**src/rtl/row_flip_pkg.sv**
```systemverilog
// rtl/row_flip_pkg.sv - mode encodings shared by the row_flip engine
package row_flip_pkg;

  typedef enum logic [1:0] {
    MODE_PASS   = 2'b00,
    MODE_BREV   = 2'b01,
    MODE_MIRROR = 2'b10,
    MODE_RSVD   = 2'b11
  } mode_e;

  // Mode 11 behaves as pass-through, so only the two named modes reverse bits
  function automatic logic mode_reverses(input logic [1:0] m);
    return (m == MODE_BREV) || (m == MODE_MIRROR);
  endfunction

endpackage

```
**src/rtl/row_flip_bit_rev.sv**
```systemverilog
// rtl/row_flip_bit_rev.sv - combinational in-word bit reversal, optional preserved MSB
module bit_rev #(
  parameter int WORD_W   = 8,
  parameter bit KEEP_MSB = 1'b1
) (
  input  logic [WORD_W-1:0] i_data,
  output logic [WORD_W-1:0] o_data
);

  localparam int RW = KEEP_MSB ? WORD_W - 1 : WORD_W;

  for (genvar g = 0; g < RW; g++) begin : g_rev
    assign o_data[g] = i_data[RW-1-g];
  end

  if (KEEP_MSB) begin : g_keep
    assign o_data[WORD_W-1] = i_data[WORD_W-1];
  end

endmodule

```
**src/rtl/row_flip.sv**
```systemverilog
// rtl/row_flip.sv - ping-pong row buffer re-emitting rows as pass, bit-reversed or mirrored
module row_flip
  import row_flip_pkg::*;
#(
  parameter int WORD_W    = 8,
  parameter int ROW_WORDS = 4,
  parameter bit KEEP_MSB  = 1'b1
) (
  input  logic              clk,
  input  logic              rst_n,
  input  logic [1:0]        mode,
  input  logic              in_valid,
  output logic              in_ready,
  input  logic [WORD_W-1:0] in_data,
  input  logic              in_last,
  output logic              out_valid,
  input  logic              out_ready,
  output logic [WORD_W-1:0] out_data,
  output logic              out_last,
  output logic              err_len
);

  localparam int              IW       = $clog2(ROW_WORDS);
  localparam logic [IW-1:0]   LAST_IDX = IW'(ROW_WORDS - 1);

  logic [WORD_W-1:0] r_mem [2][ROW_WORDS];
  logic [1:0]        r_mode [2];
  logic [1:0]        r_full;
  logic              r_wr_bank;
  logic              r_rd_bank;
  logic [IW-1:0]     r_k;
  logic [IW-1:0]     r_j;
  logic              r_out_valid;
  logic              r_out_last;
  logic [WORD_W-1:0] r_out_data;
  logic              r_err;

  logic              w_wr_acc;
  logic              w_commit;
  logic              w_load;
  logic              w_drain_done;
  logic [1:0]        w_full_set;
  logic [1:0]        w_full_clr;
  logic [1:0]        w_rd_mode;
  logic [IW-1:0]     w_src;
  logic [WORD_W-1:0] w_raw;
  logic [WORD_W-1:0] w_rev;
  logic [WORD_W-1:0] w_xform;

  assign in_ready     = !r_full[r_wr_bank];
  assign w_wr_acc     = in_valid && in_ready;
  assign w_commit     = w_wr_acc && (in_last || (r_k == LAST_IDX));
  // The output register refills from the bank whenever it is empty or being handed off
  assign w_load       = r_full[r_rd_bank] && (!r_out_valid || out_ready);
  assign w_drain_done = w_load && (r_j == LAST_IDX);

  assign w_full_set = {w_commit && r_wr_bank, w_commit && !r_wr_bank};
  assign w_full_clr = {w_drain_done && r_rd_bank, w_drain_done && !r_rd_bank};

  always_ff @(posedge clk or negedge rst_n) begin
    if (!rst_n) begin
      r_wr_bank <= 1'b0;
      r_k       <= '0;
      r_err     <= 1'b0;
      r_mode[0] <= MODE_PASS;
      r_mode[1] <= MODE_PASS;
    end else begin
      r_err <= w_wr_acc && (in_last != (r_k == LAST_IDX));
      if (w_wr_acc) begin
        if (r_k == '0) r_mode[r_wr_bank] <= mode;
        if (w_commit) begin
          r_k       <= '0;
          r_wr_bank <= !r_wr_bank;
        end else begin
          r_k <= r_k + 1'b1;
        end
      end
    end
  end

  // First word of a row blanks the bank so a short row reads back zeros
  always_ff @(posedge clk) begin
    if (w_wr_acc) begin
      if (r_k == '0) begin
        for (int i = 0; i < ROW_WORDS; i++) r_mem[r_wr_bank][i] <= '0;
      end
      r_mem[r_wr_bank][r_k] <= in_data;
    end
  end

  always_ff @(posedge clk or negedge rst_n) begin
    if (!rst_n) r_full <= 2'b00;
    else        r_full <= (r_full | w_full_set) & ~w_full_clr;
  end

  assign w_rd_mode = r_mode[r_rd_bank];
  assign w_src     = (w_rd_mode == MODE_MIRROR) ? (LAST_IDX - r_j) : r_j;
  assign w_raw     = r_mem[r_rd_bank][w_src];
  assign w_xform   = mode_reverses(w_rd_mode) ? w_rev : w_raw;

  bit_rev #(
    .WORD_W   (WORD_W),
    .KEEP_MSB (KEEP_MSB)
  ) u_bit_rev (
    .i_data (w_raw),
    .o_data (w_rev)
  );

  always_ff @(posedge clk or negedge rst_n) begin
    if (!rst_n) begin
      r_rd_bank   <= 1'b0;
      r_j         <= '0;
      r_out_valid <= 1'b0;
      r_out_last  <= 1'b0;
      r_out_data  <= '0;
    end else if (w_load) begin
      r_out_valid <= 1'b1;
      r_out_data  <= w_xform;
      r_out_last  <= (r_j == LAST_IDX);
      if (w_drain_done) begin
        r_j       <= '0;
        r_rd_bank <= !r_rd_bank;
      end else begin
        r_j <= r_j + 1'b1;
      end
    end else if (out_ready) begin
      r_out_valid <= 1'b0;
    end
  end

  assign out_valid = r_out_valid;
  assign out_data  = r_out_data;
  assign out_last  = r_out_last;
  assign err_len   = r_err;

endmodule
```
**config.mk**
```make
export PLATFORM = sky130hd
export DESIGN_NAME = row_flip
export DESIGN_NICKNAME = d
export VERILOG_FILES = /design/src/rtl/row_flip_pkg.sv /design/src/rtl/row_flip_bit_rev.sv /design/src/rtl/row_flip.sv
export SDC_FILE = /design/constraint.sdc
export NUM_CORES = 1
export LEC_CHECK = 0
export CAP_MARGIN = 10
export CORE_MARGIN = 2
export CORE_UTILIZATION = 45
export CTS_CLUSTER_SIZE = 25
export DETAILED_ROUTE_END_ITERATION = 8
export GPL_TIMING_DRIVEN = 0
export SYNTH_ARGS = -nofsm -noshare
export SYNTH_HDL_FRONTEND = slang
export SYNTH_SLANG_ARGS = --single-unit
```
**constraint.sdc**
```tcl
create_clock -name clk -period 2.9 [get_ports clk]
set_clock_uncertainty 0.05 [all_clocks]
set_input_delay 0.435 -clock clk [delete_from_list [all_inputs] [get_ports clk]]
set_output_delay 0.435 -clock clk [all_outputs]
set_load 0.05 [all_outputs]
```
==> impl_results.md <==
* P_leak at 1.876 nW
* GPL Wtd Cong at 0.8021
* Num rows at 34
* Via Count at 2407
* DRT Wirelength at 8211 um
* Flops & latches, synth at 87
* Die footprint at 9659 sq um
* CTS H-Tree Depth at 3
* Drt drc at 0
* Initial Util at 46.09%
* Synth top area share at 48.05%
* Worst VDD drop at 553.9 uV
* Fin cells at 435
* First-pass GRT wire length at 13160 um
* CP Data Required Time at 3.10 ns
* Placed cell area at 4414 sq um
* Clock buffer depth at 2
* Share of layout cells above drive strength 1 at 19.27%
* Number of synthesized flops with an enable pin at 64
* Top post-synthesis cells by area: edfxtp_1 (48%), dfrtp_1 (14%), mux2i_1 (7.3%)
* CTS tree: built
* Clock slew at reported path FFs at 0.09 ns
* Power, Total at 5.473 mW
* Mapped Area at 4000 sq um
* Critical Path AT at 2.84 ns
* Slew Viols, Final at 0
* Core area at 8678 sq um
* Critical path peak fanout at 10
* Slack of the critical path at 0.2573 ns
* Avg Cell Area, Syn at 14.24 sq um
* Ys async rst share at 26.44%
* Die Ht at 98.28 um
* Syn nets at 303
* Sink Count at 87
* Worst Hold Class: input port to async pin
* Worst-path cell chain: buf_6 > buf_6 > mux2_2 > ha_1 > buf_6 > xor2_1 > mux4_2 > mux2i_1 > a21oi_1
* Seq/Total Area, Yosys at 62.43%
* Part of the cycle the worst path needs at 91.13%
* Synth warn at 0
* Crit path time final at 2.643 ns
* Ports at 27
* Pwr Density at 1177 nW/um^2
* Number of global-route vias before repair at 2476
* DR WL/cell at 18.88 um
* Most area-hungry cell type in the Yosys netlist: edfxtp_1
* Max-slew headroom at 35.32%
* Post-layout nets at 344
* Clk_lat worst skew at 0.36 ns
* Layout area overhead at 16.27%
* R2R cell count at 9
* Primary FF master, synth: edfxtp_1
* Crit-path slowest cell: mux4_2
* Post-Place Worst Slack at 0.2186 ns
* Number of inserted diodes at 0
* Commonest non-fill, non-tap cell in the layout: edfxtp_1
* Unique cell type count in the Yosys netlist at 38
* Final setup violation count at 0
* Most frequent cells in the layout: edfxtp_1 (64), and3_1 (33), mux2i_1 (28), o21ai_0 (28), clkdlybuf4s50_1 (26)
* Port bufs at 26
* Overflow after GRT at 0
* Initial antenna violation count at 0
* Delay-heaviest family, CP: multiplexers
* Cell count after synthesis at 281
* Drt via density at 5.533
* Finished Cell Area at 4651 sq um
* Setup TNS at 0 ns
* Gr usage total at 18.24%
* Max Fclk at 0.3784 GHz
* CP Capture Type: flip-flop
* Drt pass-1 iters at 4
* Stages on worst setup path at 9
* Critical path buffer and inverter count at 3
* Crit path kind: flip-flop to flip-flop
* Die X at 98.28 um
* FILL cells at 763
* Post-route ant nets at 0
* Detail Placement HPWL at 5977 um
* Drt first-iter violations at 99
* Status: finished, final reports clean
* RSZ-0062 raised after global routing: no
* TritonCTS buffer count at 9
* CTS root buffer: clkbuf_8
* Max-Cap Viols at 0
* Critical path's largest stage delay at 0.40 ns
* Worst setup SP type: flip-flop
* Cell count after placement at 418
* Worst-Margin Slew at 0.9703 ns
* Worst path most repeated cell: buf_6
* Final Hold Violating Endpoints at 0
* Largest net degree at the start of global routing at 24
-- path summary, 6_finish.rpt --
kind	startpoint	endpoint	slack, ns
setup / recovery	r_rd_bank	out_data[7]	0.26
hold / removal	rst_n	out_last	0.37
setup reg to reg	r_rd_bank	out_data[7]	0.26
hold reg to reg	r_mode[2]	r_mode[2]	0.44
min in group clk	r_mode[2]	r_mode[2]	0.44
max in group asynchronous	rst_n	out_data[4]	1.93
-- per-layer routing --
layer | GRT usage, % | vias up | wire [um] | part of all wire [%]
met2 | 31.19 | 43 | 4200 | 51
met3 | 3.150 | 11 | 265 | 3.2
met1 | 23.57 | 1217 | 3625 | 44
met4 | 6.322 | 0 | 120 | 1.5
li1 | - | 1136 | - | -
met5 | 0 | - | 0 | 0
-- area by class of cell --
cell class / instances / area, sq um / share of cell area (%)
Inverter: 8 / 30.03 / 0.6457
Buffer: 15 / 130.1 / 2.798
Clock inverter: 4 / 28.78 / 0.6188
Timing Repair Buffer: 30 / 290.3 / 6.242
Clock buffer: 12 / 187.7 / 4.036
Sequential cell: 87 / 2497 / 53.70
Tap cell: 108 / 135.1 / 2.906
Multi-Input combinational cell: 171 / 1351 / 29.06
-- synth_stat cells, types with 3 or more instances --
library cell / number
nor3b_1: 3
ha_1: 7
a21oi_2: 7
nand4_1: 6
o21ai_0: 28
edfxtp_1: 64
mux2_2: 11
mux2i_1: 29
inv_1: 8
a21boi_0: 3
a21oi_1: 6
mux4_2: 4
nand2_1: 4
buf_4: 3
dfrtp_1: 23
nor2_1: 9
clkbuf_1: 3
and3_1: 33
xor2_1: 3
buf_6: 5
-- sequential cells by signal, indices dropped and copies added, names as in the netlist --
register and cells:
err_len 1, out_data 8, out_last 1, out_valid 1, r_full 2, r_j 2
r_k 2, r_mem 64, r_mode 4, r_rd_bank 1, r_wr_bank 1
-- stage by stage --
step / hold WS, ns / utilization, %
2_1_floorplan: 0.08941 / -
3_3_place_gp: 0.4237 / 50.69
3_5_place_dp: 0.4253 / 50.87
4_1_cts: 0.4469 / 53.36
5_1_grt: 0.4063 / 53.59
6_report: 0.3697 / 53.59
-- where the power goes --
part | leakage [nW] | internal, mW | switching, mW | total [mW]
clock | 0.114 | 0.445 | 0.448 | 0.893
sequential | 0.868 | 1.74 | 0.136 | 1.87
combinational | 0.894 | 1.14 | 1.56 | 2.71
total | 1.88 | 3.33 | 2.15 | 5.47
-- cells by family (layout without fill, tap and decap cells) --
kind of cell               count (synthesis)  in the layout  synth area share, %
and+or+nand+nor                           68             68                10.60
xor gates and xnor gates                   4              4               0.8760
AOI/OAI and AO/OA                         46             46                6.725
adders and majority gates                  7              7                2.189
buffers and inverters                     23             69                4.004
muxes                                     46             46                13.17
DFF                                       87             87                62.43
-- repair_timing --
action,in CTS,in global routing
hold buffers,0,0
endpoints found under the setup margin,0,2
endpoints found under the hold margin,0,0
setup buffers,0,0
gates resized for setup,0,1
Note: power is estimated with default switching activity, not from simulation.
